`src/rtl/uart_tx_arbiter.sv`:
```
// Round-robin, message-locked arbiter sharing one UART TX FIFO write port
// among NUM_REQ byte-stream clients, with a per-grant burst cap.
module uart_tx_arbiter #(
  parameter int NUM_REQ    = 4,
  parameter int DATA_WIDTH = 8,
  parameter int MAX_BURST  = 16
) (
  input  logic                          clk,
  input  logic                          reset,
  input  logic [NUM_REQ-1:0]            req_valid,
  input  logic [NUM_REQ*DATA_WIDTH-1:0] req_data,
  input  logic [NUM_REQ-1:0]            req_last,
  output logic [NUM_REQ-1:0]            req_ready,
  input  logic                          fifo_full,
  output logic                          fifo_wr_en,
  output logic [DATA_WIDTH-1:0]         fifo_wr_data,
  output logic [$clog2(NUM_REQ)-1:0]    grant_id,
  output logic                          busy,
  output logic                          burst_cut
);
  localparam int GW = $clog2(NUM_REQ);
  localparam int CW = $clog2(MAX_BURST + 1);
  localparam logic [GW-1:0] LAST_ID = GW'(NUM_REQ - 1);
  localparam logic [CW-1:0] CNT_CAP = CW'(MAX_BURST - 1);

  typedef enum logic {S_IDLE, S_GRANT} state_t;

  state_t          r_state;
  logic [GW-1:0]   r_rr_ptr;
  logic [GW-1:0]   r_grant_id;
  logic [CW-1:0]   r_byte_cnt;
  logic            r_burst_cut;

  logic                  w_grant_act;
  logic                  w_xfer;
  logic                  w_last;
  logic                  w_cap;
  logic                  w_found;
  logic [GW-1:0]         w_pick;
  logic [GW-1:0]         w_idx;
  logic [GW-1:0]         w_next_ptr;
  logic [NUM_REQ-1:0]    w_ready;
  logic [DATA_WIDTH-1:0] w_lane;

  // Reset gates the combinational strobes so a reset cycle never writes.
  assign w_grant_act = (r_state == S_GRANT) && !reset;
  assign w_lane      = req_data[r_grant_id*DATA_WIDTH +: DATA_WIDTH];
  assign w_xfer      = w_grant_act && !fifo_full && req_valid[r_grant_id];
  assign w_last      = req_last[r_grant_id];
  assign w_cap       = (r_byte_cnt == CNT_CAP);
  assign w_next_ptr  = (r_grant_id == LAST_ID) ? '0 : r_grant_id + 1'b1;

  // Scan rr_ptr, rr_ptr+1, ... with an explicit wrap so any NUM_REQ works.
  always_comb begin
    w_found = 1'b0;
    w_pick  = r_rr_ptr;
    w_idx   = r_rr_ptr;
    for (int k = 0; k < NUM_REQ; k++) begin
      if (!w_found && req_valid[w_idx]) begin
        w_found = 1'b1;
        w_pick  = w_idx;
      end
      w_idx = (w_idx == LAST_ID) ? '0 : w_idx + 1'b1;
    end
  end

  always_comb begin
    w_ready = '0;
    if (w_grant_act && !fifo_full) w_ready[r_grant_id] = 1'b1;
  end

  always_ff @(posedge clk) begin
    if (reset) begin
      r_state     <= S_IDLE;
      r_rr_ptr    <= '0;
      r_grant_id  <= '0;
      r_byte_cnt  <= '0;
      r_burst_cut <= 1'b0;
    end else begin
      r_burst_cut <= 1'b0;
      case (r_state)
        S_IDLE: begin
          if (w_found) begin
            r_grant_id <= w_pick;
            r_byte_cnt <= '0;
            r_state    <= S_GRANT;
          end
        end
        S_GRANT: begin
          if (w_xfer) begin
            if (w_last || w_cap) begin
              r_state     <= S_IDLE;
              r_rr_ptr    <= w_next_ptr;
              r_byte_cnt  <= '0;
              r_burst_cut <= w_cap && !w_last;
            end else begin
              r_byte_cnt <= r_byte_cnt + 1'b1;
            end
          end
        end
        default: r_state <= S_IDLE;
      endcase
    end
  end

  assign req_ready    = w_ready;
  assign fifo_wr_en   = w_xfer;
  assign fifo_wr_data = w_xfer ? w_lane : '0;
  assign grant_id     = r_grant_id;
  assign busy         = w_grant_act;
  assign burst_cut    = r_burst_cut;

endmodule

```
`config.mk`:
```
export PLATFORM = sky130hd
export DESIGN_NAME = uart_tx_arbiter
export DESIGN_NICKNAME = d
export VERILOG_FILES = /design/src/rtl/uart_tx_arbiter.sv
export SDC_FILE = /design/constraint.sdc
export NUM_CORES = 1
export LEC_CHECK = 0
export CAP_MARGIN = 20
export CORE_AREA = 2 2 58 60
export DETAILED_ROUTE_END_ITERATION = 7
export DIE_AREA = 0 0 60 62
export PLACE_DENSITY = 0.84
export RECOVER_POWER = 25
export SLEW_MARGIN = 20
export SYNTH_ARGS = -nofsm -noshare
export SYNTH_HDL_FRONTEND = slang
export SYNTH_SLANG_ARGS = --single-unit
```
`constraint.sdc`:
```
create_clock -name clk -period 6.5 [get_ports clk]
set_clock_uncertainty 0.2 [all_clocks]
set_input_delay 1.95 -clock clk [delete_from_list [all_inputs] [get_ports clk]]
set_output_delay 1.95 -clock clk [all_outputs]
set_load 0.02 [all_outputs]
```
Yosys cells after proc, flatten, opt, wreduce, memory -nomap -nowiden

Cells that the tools add are included.

Register bits: 11
Bits of input ports: 43
Output and inout bits: 17
Logic and storage cells: 81

Add/sub/neg operators: 5
Order comparisons: 6
Equality and inequality tests: 7
Shift operators: 1
Muxes and demuxes: 35
Bitwise operators: 3
Reduce and logical (&&, ||, !) cells: 19

Operators by type and width:

| cell                  | count |
|---|---|
| $shiftx A32 B6 Y8     | 1 |
| $lt A2 B3 Y1 const B  | 5 |
| $mux W5               | 3 |
| $mux W1               | 14 |
| $mux W2               | 7 |
| $bmux W1 S2           | 6 |
| $pmux W5 S2           | 1 |
| $add A2 B1 Y2 const B | 4 |
| $eq A2 B2 Y1 const B  | 4 |
| $logic_and A1 B1 Y1   | 8 |
| $mux W8               | 1 |
| $logic_not A1 Y1      | 6 |
| $add A5 B1 Y5 const B | 1 |
| $eq A5 B4 Y1 const B  | 1 |
| $mux W4               | 1 |
| $reduce_and A2 Y1     | 2 |
| $reduce_or A4 Y1      | 1 |
| $not A1 Y1            | 3 |
| $reduce_and A3 Y1     | 1 |
| $demux W1 S2          | 1 |
| $ge A2 B1 Y1 const B  | 1 |
| $ne A2 B1 Y1 const B  | 1 |
| $ne A2 B2 Y1 const B  | 1 |
| $pmux W1 S2           | 1 |
| $logic_or A1 B1 Y1    | 1 |

Longest topological paths before layout

Word-level depth: 14
Depth in mapped cells: 9
Mapped depth without buffers: 8

Least setup slack after synthesis

No wires, ideal clock.

Path type: input port to output port
Start: input reset
End: output fifo_wr_data[0]
Arrival: 3060 ps
Required time: 4350 ps
Setup slack: 1290 ps
Stages: 4
Path buffers: 1
Cells stage by stage: nor2b_1 nor2b_1 clkbuf_1 and3_1

Word-level cells in the longest chain between the ends: 5

Ends and longest elaborated chain:

| what                             | line | RTL |
|---|---|---|
| from (decl)                      | 9    | `input logic reset,` |
| $logic_not A1 Y1                 | 46   | `assign w_grant_act = (r_state == S_GRANT) && !reset;` |
| $logic_and A1 B1 Y1              | 46   |  |
| $logic_and A1 B1 Y1 (2 in a row) | 48   | `assign w_xfer = w_grant_act && !fifo_full && req_valid[r_grant_id];` |
| $mux W8                          | 108  | `assign fifo_wr_data = w_xfer ? w_lane : '0;` |
| to (decl)                        | 16   | `output logic [DATA_WIDTH-1:0] fifo_wr_data,` |

Every way passes these cells.

Final worst setup path

Start: input req_valid[0]
End: output fifo_wr_data[1]

Word-level cells in the longest chain between the ends: 4

Ends and longest elaborated chain:

| what                          | line | RTL |
|---|---|---|
| from (decl)                   | 10   | `input logic [NUM_REQ-1:0] req_valid,` |
| $bmux W1 S2                   | 48   |  |
| $mux W1 (not written as such) | 48   |  |
| $logic_and A1 B1 Y1           | 48   |  |
| $mux W8                       | 108  |  |

Every way passes these cells. The select of a mux whose other input is x is not followed.

==> impl_metrics.toml <==
[status]
status = "complete, no violations"

[clock_tree]
clockRootBuffer = "clkbuf_4"
cts_tree = "built"
hold_buffers = 0
clock-sinks = 11
cts_buffers = 3
cts_setup_buffers = 0
h-tree-depth = 1
path_clk_slew_ns = 0.06
ctsResizeCount = 0
cts_buffer_depth = 2
insertion_delay_ns = 0.28

[critical_path]
cp_cell_sequence = "dlygate4sd3_1 -> mux4_2 -> and3_1 -> clkdlybuf4s50_1"
critPathKind = "in -> out"
required_ns = 4.35
end_kind = "primary output"
cpLargestDelayFamily = "buffers and inverters"
crit_path_start_kind = "input port"
slowest_stage = "dlygate4sd3_1"
path_buf_inv = 2
slowest_delay_ns = 0.66
critPathMaxFanout = 9
arrival_ns = 3.94

[layout]
nets = 261
drive_above_1_share_pct = 13.3
area_growth_pct = 46.9
stdcell_area_mm2 = 0.00200
diodes = 0
finish.utilization_pct = 62.8

[synthesis]
ys_ff_latch = 11
synthesis.nets = 203
synth.top_cell.area_share_pct = 16.6
yosys_warnings = 0
yosysTopAreaCell = "mux4_2"
synth_cell_types = 47
yosysSeqAreaShare_pct = 16.2
syn_avg_cell_area_um2 = 8.89
syn_inst = 153
async_flop_share_pct = 0
synth_area_mm2 = 0.00136
synth_edf_count = 0
netlist_top_cells_area = "mux4_2, dfxtp_1, ha_1, and3_1, nor2_1"
yosysMostFrequentCell = "nor2_1"
synth_ff_type = "dfxtp_1"
synth_common_cells = "nor2_1, dfxtp_1, mux4_2, and3_1, o21ai_0"

[run]
maxCapViolCount = 0

[floorplanning]
initial_core_util_pct = 42.8
fp-row-count = 21
die_area_mm2 = 0.00372
core-area_mm2 = 0.00318
die_h_um = 62
pin_count = 60
die_w_um = 60

[power]
power_leakage_nw = 0.750
vdd_drop_max_v = 0.0000505
switching_power_uw = 68.9
p_clk_share_pct = 21.0
power_density_mw_per_mm2 = 110
p_sw_share_pct = 31.4
intPower_uw = 151
seq_power_share_pct = 35.7
p_total_uw = 219
pwr-share-comb_pct = 43.2

[sta]
finalCritPeriodShare_pct = 93.6
setup_tns_ns = 0
rsz0062_at_grt = "false"
timing.slew.headroom_pct = 48.2
fmax_mhz = 164
drv_slew = 0
layout_min_cycle_time_ns = 6.09
worst_pin_slew_ns = 0.775
setup_viol = 0
hold_viol = 0
whs_ns = 0.332

[hold_path]
hold_class = "reg -> reg"

[global_routing]
grt_antenna_before_repair = 0
overflow = 0
groute.usage.overall_pct = 19.2
grt_pass1_vias = 1226
grt_pass1_wl_um = 5490
grt_max_degree = 21

[routing]
first_pass_iters = 4
routedWlPerCell_um = 13.9
ant_nets = 0
routed-via-count = 1454
wl_um = 3570
drc = 0
routed_via_density = 5.68
drt_iter0_markers = 98

[placement]
postPlaceCellArea_mm2 = 0.00197
globalplace.congestion = 0.836
io_buffers = 59
dp_hpwl_um = 2780
area by class of cell:
| type | instances | area (µm²) |
|---|---|---|
| Sequential cell | 11 | 220 |
| Timing Repair Buffer | 65 | 632 |
| Clock inverter | 1 | 5.00 |
| Tap cell | 46 | 57.6 |
| Inverter | 5 | 18.8 |
| Multi-Input combinational cell | 125 | 1040 |
| Fill cell | 281 | 1180 |
| Clock buffer | 3 | 22.5 |
registers in the layout, summed over array words and instances, names as in the netlist:
signal / cells
r_rr_ptr: 2
r_state: 1
burst_cut: 1
grant_id: 2
r_byte_cnt: 5
logic make-up after synthesis:
logic type / synth area share [%]
xor+xnor: 0.644
simple gates: 25.4
fa+ha+maj: 6.44
buf+inv: 7.18
flops: 16.2
mux: 23.3
compound gates: 20.9
tightest hold or removal path, delay by kind of cell (launching register included):
family | cells | cell delay [ns]
flip-flops | 1 | 0.33
AND/OR/NAND/NOR | 1 | 0.08
AO/OA/AOI/OAI | 1 | 0.08
through the flow:
step	setup WS, ns	std cells
detailed placement	0.484	252
CTS	0.492	256
floorplan	1.29	153
finish	0.415	256
global route	0.349	256
global placement	0.535	252
placed cells by master (no fill, tap or decap), drive strengths merged, types with 2 or more instances in the layout:
cell / synthesis / routed
clkdlybuf4s50: 0 / 56
nor2: 14 / 14
o21ai: 12 / 12
dfxtp: 11 / 11
mux4: 11 / 11
and3: 9 / 9
a21oi: 8 / 8
nand2: 7 / 7
ha: 7 / 7
inv: 5 / 5
and2: 5 / 5
nand3: 5 / 5
buf: 10 / 5
nor2b: 4 / 4
nor3b: 4 / 4
clkbuf: 2 / 4
mux2: 3 / 3
nand3b: 3 / 3
nand2b: 3 / 3
a22o: 3 / 3
a31oi: 3 / 3
dlygate4sd3: 0 / 3
mux2i: 2 / 2
o21a: 2 / 2
a21o: 2 / 2
a32oi: 2 / 2
o31ai: 2 / 2
final timing paths:
path                 start               to  slack [ns]  cells after the start
max           req_valid[0]  fifo_wr_data[1]        0.41                      4
max reg2reg    r_rr_ptr[0]    r_byte_cnt[2]        3.47                      7
min reg2reg  r_byte_cnt[4]    r_byte_cnt[4]        0.33                      2
min          r_byte_cnt[4]    r_byte_cnt[4]        0.33                      2
power by group through the flow:
stage	combinational, mW	clock [mW]	sequential [mW]
2_1_floorplan	0.0576	0	0.0752
3_5_place_dp	0.0952	0	0.0803
5_1_grt	0.102	0.0514	0.0799
4_1_cts	0.0953	0.0486	0.0788
6_report	0.0948	0.0462	0.0784
3_3_place_gp	0.0935	0	0.0802
routing by layer:
layer  share of wire [%]  wire length (µm)  track usage, %
met1                  41              1460            23.0
met2                  47              1680            34.0
met3                  11               382            4.55
met4                 1.0                36            5.71
met5                   0                 0               0
(Power assumes the default switching activity.)
